[config.mk]
export PLATFORM = sky130hd
export DESIGN_NAME = rc4_keystream_gen
export DESIGN_NICKNAME = d
export VERILOG_FILES = /design/src/rtl/rc4_pkg.sv /design/src/rtl/rc4_sbox_ram.sv /design/src/rtl/rc4_keystream_gen.sv
export SDC_FILE = /design/constraint.sdc
export NUM_CORES = 2
export LEC_CHECK = 0
export CAP_MARGIN = 20
export CORE_ASPECT_RATIO = 0.7
export CORE_MARGIN = 3
export CORE_UTILIZATION = 37
export CTS_BUF_LIST = sky130_fd_sc_hd__clkbuf_8
export DETAILED_ROUTE_END_ITERATION = 7
export SLEW_MARGIN = 20
export SYNTH_ARGS = -nofsm -noshare
export SYNTH_HDL_FRONTEND = slang
export SYNTH_SLANG_ARGS = --single-unit
[constraint.sdc]
create_clock -name clk -period 40.4 [get_ports clk]
set_input_delay 12.12 -clock clk [delete_from_list [all_inputs] [get_ports clk]]
set_output_delay 12.12 -clock clk [all_outputs]
set_load 0.01 [all_outputs]
[src/rtl/rc4_pkg.sv]
// rc4_pkg: shared FSM state type and RC4 constants
package rc4_pkg;
  localparam int RC4_SBOX_DEPTH = 256;
  localparam int RC4_DROP_COUNT = 768;
  typedef enum logic [1:0] {ST_IDLE, ST_INIT, ST_KSA, ST_PRGA} rc4_state_e;
endpackage

[src/rtl/rc4_sbox_ram.sv]
// rc4_sbox_ram: 256x8 S-box, one read and one write port, registered read, write-first on collision
module rc4_sbox_ram
  import rc4_pkg::*;
(
  input  logic       clk,
  input  logic       we,
  input  logic [7:0] waddr,
  input  logic [7:0] wdata,
  input  logic       re,
  input  logic [7:0] raddr,
  output logic [7:0] rdata
);
  logic [7:0] mem [RC4_SBOX_DEPTH];
  always_ff @(posedge clk) begin
    if (we) mem[waddr] <= wdata;
    if (re) rdata <= we && waddr == raddr ? wdata : mem[raddr];
  end
endmodule

[src/rtl/rc4_keystream_gen.sv]
// rc4_keystream_gen: RC4 KSA + PRGA keystream generator; define RC4_DROP_EN to discard the first RC4_DROP_COUNT bytes
module rc4_keystream_gen
  import rc4_pkg::*;
#(
  parameter int KEY_MAX_BYTES = 16,
  parameter int LEN_W = 16
) (
  input  logic                       clk,
  input  logic                       rst_n,
  input  logic                       start,
  input  logic [KEY_MAX_BYTES*8-1:0] key,
  input  logic [5:0]                 key_len,
  input  logic [LEN_W-1:0]           out_len,
  output logic                       busy,
  output logic [7:0]                 ks_data,
  output logic                       ks_valid,
  input  logic                       ks_ready,
  output logic                       done,
  output logic                       err
);
  rc4_state_e st, st_n;
  logic [1:0] ph;
  logic [7:0] i, j, si, t, pw_addr, pw_data, i1, kbyte, rdata, raddr, waddr, wdata;
  logic [KEY_MAX_BYTES*8-1:0] key_q;
  logic [5:0] klen, kidx;
  logic [LEN_W-1:0] rem;
  logic pend, re, we, key_ok, in_out, dropping, fire, last_i;
`ifdef RC4_DROP_EN
  logic [9:0] drop_cnt;
  assign dropping = drop_cnt != 10'(RC4_DROP_COUNT);
`else
  assign dropping = 1'b0;
`endif
  assign i1 = i + 8'd1;
  assign last_i = i == 8'hff;
  assign key_ok = key_len != 6'd0 && int'(key_len) <= KEY_MAX_BYTES;
  assign in_out = st == ST_PRGA && ph == 2'd3;
  assign ks_valid = in_out && !dropping;
  assign fire = in_out && (dropping || ks_ready);
  assign ks_data = ks_valid ? (t == j ? si : rdata) : 8'h00;
  assign busy = st != ST_IDLE;
  always_comb begin
    kbyte = 8'h00;
    for (int n = 0; n < KEY_MAX_BYTES; n++) kbyte = kidx == n[5:0] ? key_q[8*n +: 8] : kbyte;
  end
  always_comb begin
    re = (st == ST_KSA && ph != 2'd2) || (st == ST_PRGA && ph != 2'd3) || fire;
    raddr = st == ST_KSA ? (ph == 2'd0 ? i : j + rdata + kbyte)
          : ph == 2'd1 ? j + rdata : ph == 2'd2 ? si + rdata : i1;
    we = st == ST_INIT || (ph == 2'd2 && (st == ST_KSA || st == ST_PRGA)) || pend;
    waddr = st == ST_INIT || ph == 2'd2 ? i : pw_addr;
    wdata = st == ST_INIT ? i : ph == 2'd2 ? rdata : pw_data;
  end
  always_comb begin
    st_n = st;
    case (st)
      ST_IDLE: st_n = start && key_ok ? ST_INIT : ST_IDLE;
      ST_INIT: st_n = last_i ? ST_KSA : ST_INIT;
      ST_KSA:  st_n = ph == 2'd2 && last_i ? (rem == '0 ? ST_IDLE : ST_PRGA) : ST_KSA;
      default: st_n = fire && !dropping && rem == LEN_W'(1) ? ST_IDLE : ST_PRGA;
    endcase
  end
  always_ff @(posedge clk) begin
    if (!rst_n) begin
      st <= ST_IDLE;
      ph <= 2'd0;
      i <= 8'd0;
      j <= 8'd0;
      pend <= 1'b0;
      done <= 1'b0;
      err <= 1'b0;
`ifdef RC4_DROP_EN
      drop_cnt <= 10'd0;
`endif
    end else begin
      st <= st_n;
      pend <= 1'b0;
      done <= 1'b0;
      err <= st == ST_IDLE && start && !key_ok;
      case (st)
        ST_IDLE: if (start && key_ok) begin
          key_q <= key;
          klen <= key_len;
          rem <= out_len;
          i <= 8'd0;
          j <= 8'd0;
          ph <= 2'd0;
          kidx <= 6'd0;
`ifdef RC4_DROP_EN
          drop_cnt <= 10'd0;
`endif
        end
        ST_INIT: i <= i1;
        default: case (ph)
          2'd0: begin
            if (st == ST_PRGA) i <= i1;
            ph <= 2'd1;
          end
          2'd1: begin
            si <= rdata;
            j <= raddr;
            ph <= 2'd2;
          end
          2'd2: begin
            pend <= 1'b1;
            pw_addr <= j;
            pw_data <= si;
            t <= raddr;
            if (st == ST_KSA) begin
              i <= i1;
              kidx <= kidx == klen - 6'd1 ? 6'd0 : kidx + 6'd1;
              ph <= 2'd0;
              if (last_i) j <= 8'd0;
              done <= last_i && rem == '0;
            end else ph <= 2'd3;
          end
          default: if (fire) begin
            i <= i1;
            ph <= 2'd1;
            if (!dropping) rem <= rem - LEN_W'(1);
            done <= !dropping && rem == LEN_W'(1);
`ifdef RC4_DROP_EN
            if (dropping) drop_cnt <= drop_cnt + 10'd1;
`endif
          end
        endcase
      endcase
    end
  end
  rc4_sbox_ram u_sbox (
    .clk   (clk),
    .we    (we),
    .waddr (waddr),
    .wdata (wdata),
    .re    (re),
    .raddr (raddr),
    .rdata (rdata)
  );
endmodule

==> results_dict.tcl <==
set metrics [dict create \
    p_per_area_mw_per_mm2 44.8 \
    cts_buffers 348 \
    setup_viol 0 \
    cp_common_cell "nor2_1" \
    root_buffer "clkbuf_8" \
    status "complete, no violations" \
    ys.flop_type "edfxtp_1" \
    drt.antenna.violating_nets 0 \
    wl_um 264000 \
    hold_buffers 0 \
    tns_ns 0 \
    hold_viol 0 \
    fin_hold_ws_ns 0.469 \
    fillers 22100 \
    regArea_mm2 0.0678 \
    crit_buf_inv 1 \
    route.detailed.wl_per_inst_um 26.1 \
    cp_top_family "simple AND/OR/NAND/NOR gates" \
    cpPeakStageDelay_ns 0.74 \
    grt_use_total_pct 20.0 \
    maxCapViolations 0 \
    utilization_pct 42.1 \
    rr_endpoint "u_sbox.rdata[7]" \
    vdd_drop_max_uv 28.2 \
    drive_above_1_share_pct 11.3 \
    top_regs "u_sbox.mem (2048), key_q (128), rem (16)" \
    cp.required_ns 28.28 \
    ys_ff_latch 2267 \
    htree_levels 5 \
    clk_pin_slew_ns 0.07 \
    multi_input_area_mm2 0.0227 \
    fmax_mhz 62.9 \
    nets 6740 \
    p_leak_uw 0.0333 \
    synth_area_leader_cell "edfxtp_1" \
    drt-initial-drc-count 8336 \
    die_area_mm2 0.255 \
    clock-sinks 2267 \
    grt_pass1_vias 54700 \
    syn_nets 6532 \
    min_period_ns 15.90 \
    avgSynthCellArea_um2 14.5 \
    ys.warnings.count 0 \
    fp-row-count 152 \
    grt-ovfl-total 0 \
    synthesis.area_mm2 0.0921 \
    cp_cell_sequence "xnor2_1 -> nand4_1 -> nor2_1 -> mux2i_1 -> nor2_1 -> clkdlybuf4s50_1" \
    r2r_slack_ns 29.78 \
    cts-resized-gates 0 \
    die_x_um 602 \
    worstSetupPathDepth 6 \
    dp_hpwl_um 157000 \
    async_reset_ff_share_pct 0 \
    synth_top_cell_area_share_pct 73.2 \
    slew_headroom_pct 10.7 \
    cpMaxStageDelayCell "nor2_1" \
    cts_setup_buffers 0 \
    port_buffers 165 \
    layout_common_cells "edfxtp_1 (2244), nand2_1 (1143), nor2_1 (385)" \
    clk-insertion-delay-late_ns 0.98 \
    slew_violations 0 \
    rsz0062_at_grt "no" \
    dr_total_vias 57500 \
    synth_cells 6338 \
    worstSetupStartpoint "j[1]" \
    cp-start-kind "register" \
    regMostFlops "u_sbox.mem" \
    drtPass1Iterations 8 \
    netlist_top_cells_area "edfxtp_1 (73%), nand2_1 (4.7%), mux4_2 (3.6%)" \
    synth_cell_types 90 \
    antenna_found_initial 10 \
    syn_to_final_growth_pct 12.6 \
    fin_skew_ns 0.0830 \
    gp_congestion 0.873 \
    end_kind "primary output" \
    regToRegStartpoint "kidx[0]" \
    synth-edff-count 2244 \
    crit_end "ks_data[5]" \
    grt_max_degree 189 \
    cts_tree "done" \
    worstPathArrival_ns 3.78 \
    timing_worst_setup_path_type "register to primary output" \
    fp.dieH_um 423 \
    rr_worst_depth 29 \
    start_util_pct 37.4 \
    core_mm2 0.246 \
    worst_slew_pin_slew_ns 1.33 \
    vias_per_cell 5.69 \
    finalCritPeriodShare_pct 39.3 \
    drc 0 \
    worstHoldPathType "register to register" \
    io_pins 166 \
    path_max_fanout 8 \
    largest_register_ffs 2048 \
    final_common_cell "edfxtp_1" \
    synth-seq-area-share_pct 73.7 \
    grt_pass1_wl_um 383000 \
    cts_buffer_depth 4 \
]
[area by class of cell]
class / count / area share (%)
multi-input combinational: 3617 / 21.9
sequential: 2267 / 65.4
tap: 3311 / 4.00
clock inverter: 241 / 1.25
inverter: 32 / 0.150
antenna: 5 / 0.0121
clock buffer: 357 / 4.74
timing repair buffer: 280 / 2.57
[metrics by stage]
stage	cell area, um2	total power [uW]	cells	setup slack [ns]
2_1_floorplan	92100	2810	6338	17.91
3_3_place_gp	97400	2900	9505	24.98
3_5_place_dp	97400	2910	9506	25.01
4_1_cts	104000	4680	10100	24.24
5_1_grt	104000	4800	10100	24.26
6_report	104000	4650	10100	24.50
[worst min-delay path by stage]
| stage | to | cells after the start | startpoint | slack (ns) |
|---|---|---|---|---|
| 5_1_grt | pw_data[3] | 0 | si[3] | 0.51 |
| 3_3_place_gp | pw_data[5] | 0 | si[5] | 0.47 |
| 4_1_cts | pw_data[3] | 0 | si[3] | 0.48 |
| 6_report | pw_data[3] | 0 | si[3] | 0.47 |
| 2_1_floorplan | pw_data[0] | 0 | si[0] | 0.46 |
| 3_5_place_dp | pw_data[0] | 0 | si[0] | 0.49 |
[per-layer routing]
layer | vias up | wire length [um] | part of all wire, % | track usage (%)
met4 | 8 | 5160 | 2.0 | 4.57
met3 | 377 | 29700 | 11 | 5.06
met1 | 29100 | 118000 | 45 | 31.1
li1 | 24800 | - | - | -
met2 | 3174 | 111000 | 42 | 27.9
met5 | - | 352 | 0.13 | 0
[report_power, final]
group          internal, uW  switching, uW
logic                  91.1            192
registers              2580           3.70
clock network           883            904
[worst register-to-register path, delay by kind of cell (launching register included)]
family | cells | cell delay (ns)
DFF | 1 | 0.50
buffers and inverters | 5 | 3.04
adders and majority gates | 3 | 0.98
muxes | 3 | 0.97
and+or+nand+nor | 10 | 3.36
AOI/OAI and AO/OA | 8 | 1.50
[cell usage after synthesis (28+ instances only)]
cell type and n:
inv_1 28, nand3_1 273, o22ai_1 87, a311oi_1 165, mux2i_1 112, nor3_1 57
a22oi_1 38, a21oi_1 240, buf_1 50, a31oi_1 67, a211oi_1 111, nand2_1 1145
a221oi_1 30, xnor2_1 38, buf_2 77, nor2_1 392, mux4_2 149, clkbuf_1 291
and3_1 217, ha_1 37, edfxtp_1 2244, o21ai_0 128
[cells by family (layout without fill, tap and decap cells)]
| group | Yosys count | after routing | share of synthesized area [%] |
|---|---|---|---|
| muxes | 264 | 264 | 4.90 |
| AOI/OAI and AO/OA | 1021 | 1021 | 7.63 |
| DFF | 2267 | 2267 | 73.7 |
| adders and majority gates | 40 | 40 | 0.568 |
| buffers and inverters | 454 | 910 | 1.98 |
| other | 0 | 5 | 0 |
| and+or+nand+nor | 2236 | 2236 | 10.7 |
| xor gates and xnor gates | 56 | 56 | 0.553 |
Note: power is estimated with default switching activity, not from simulation.
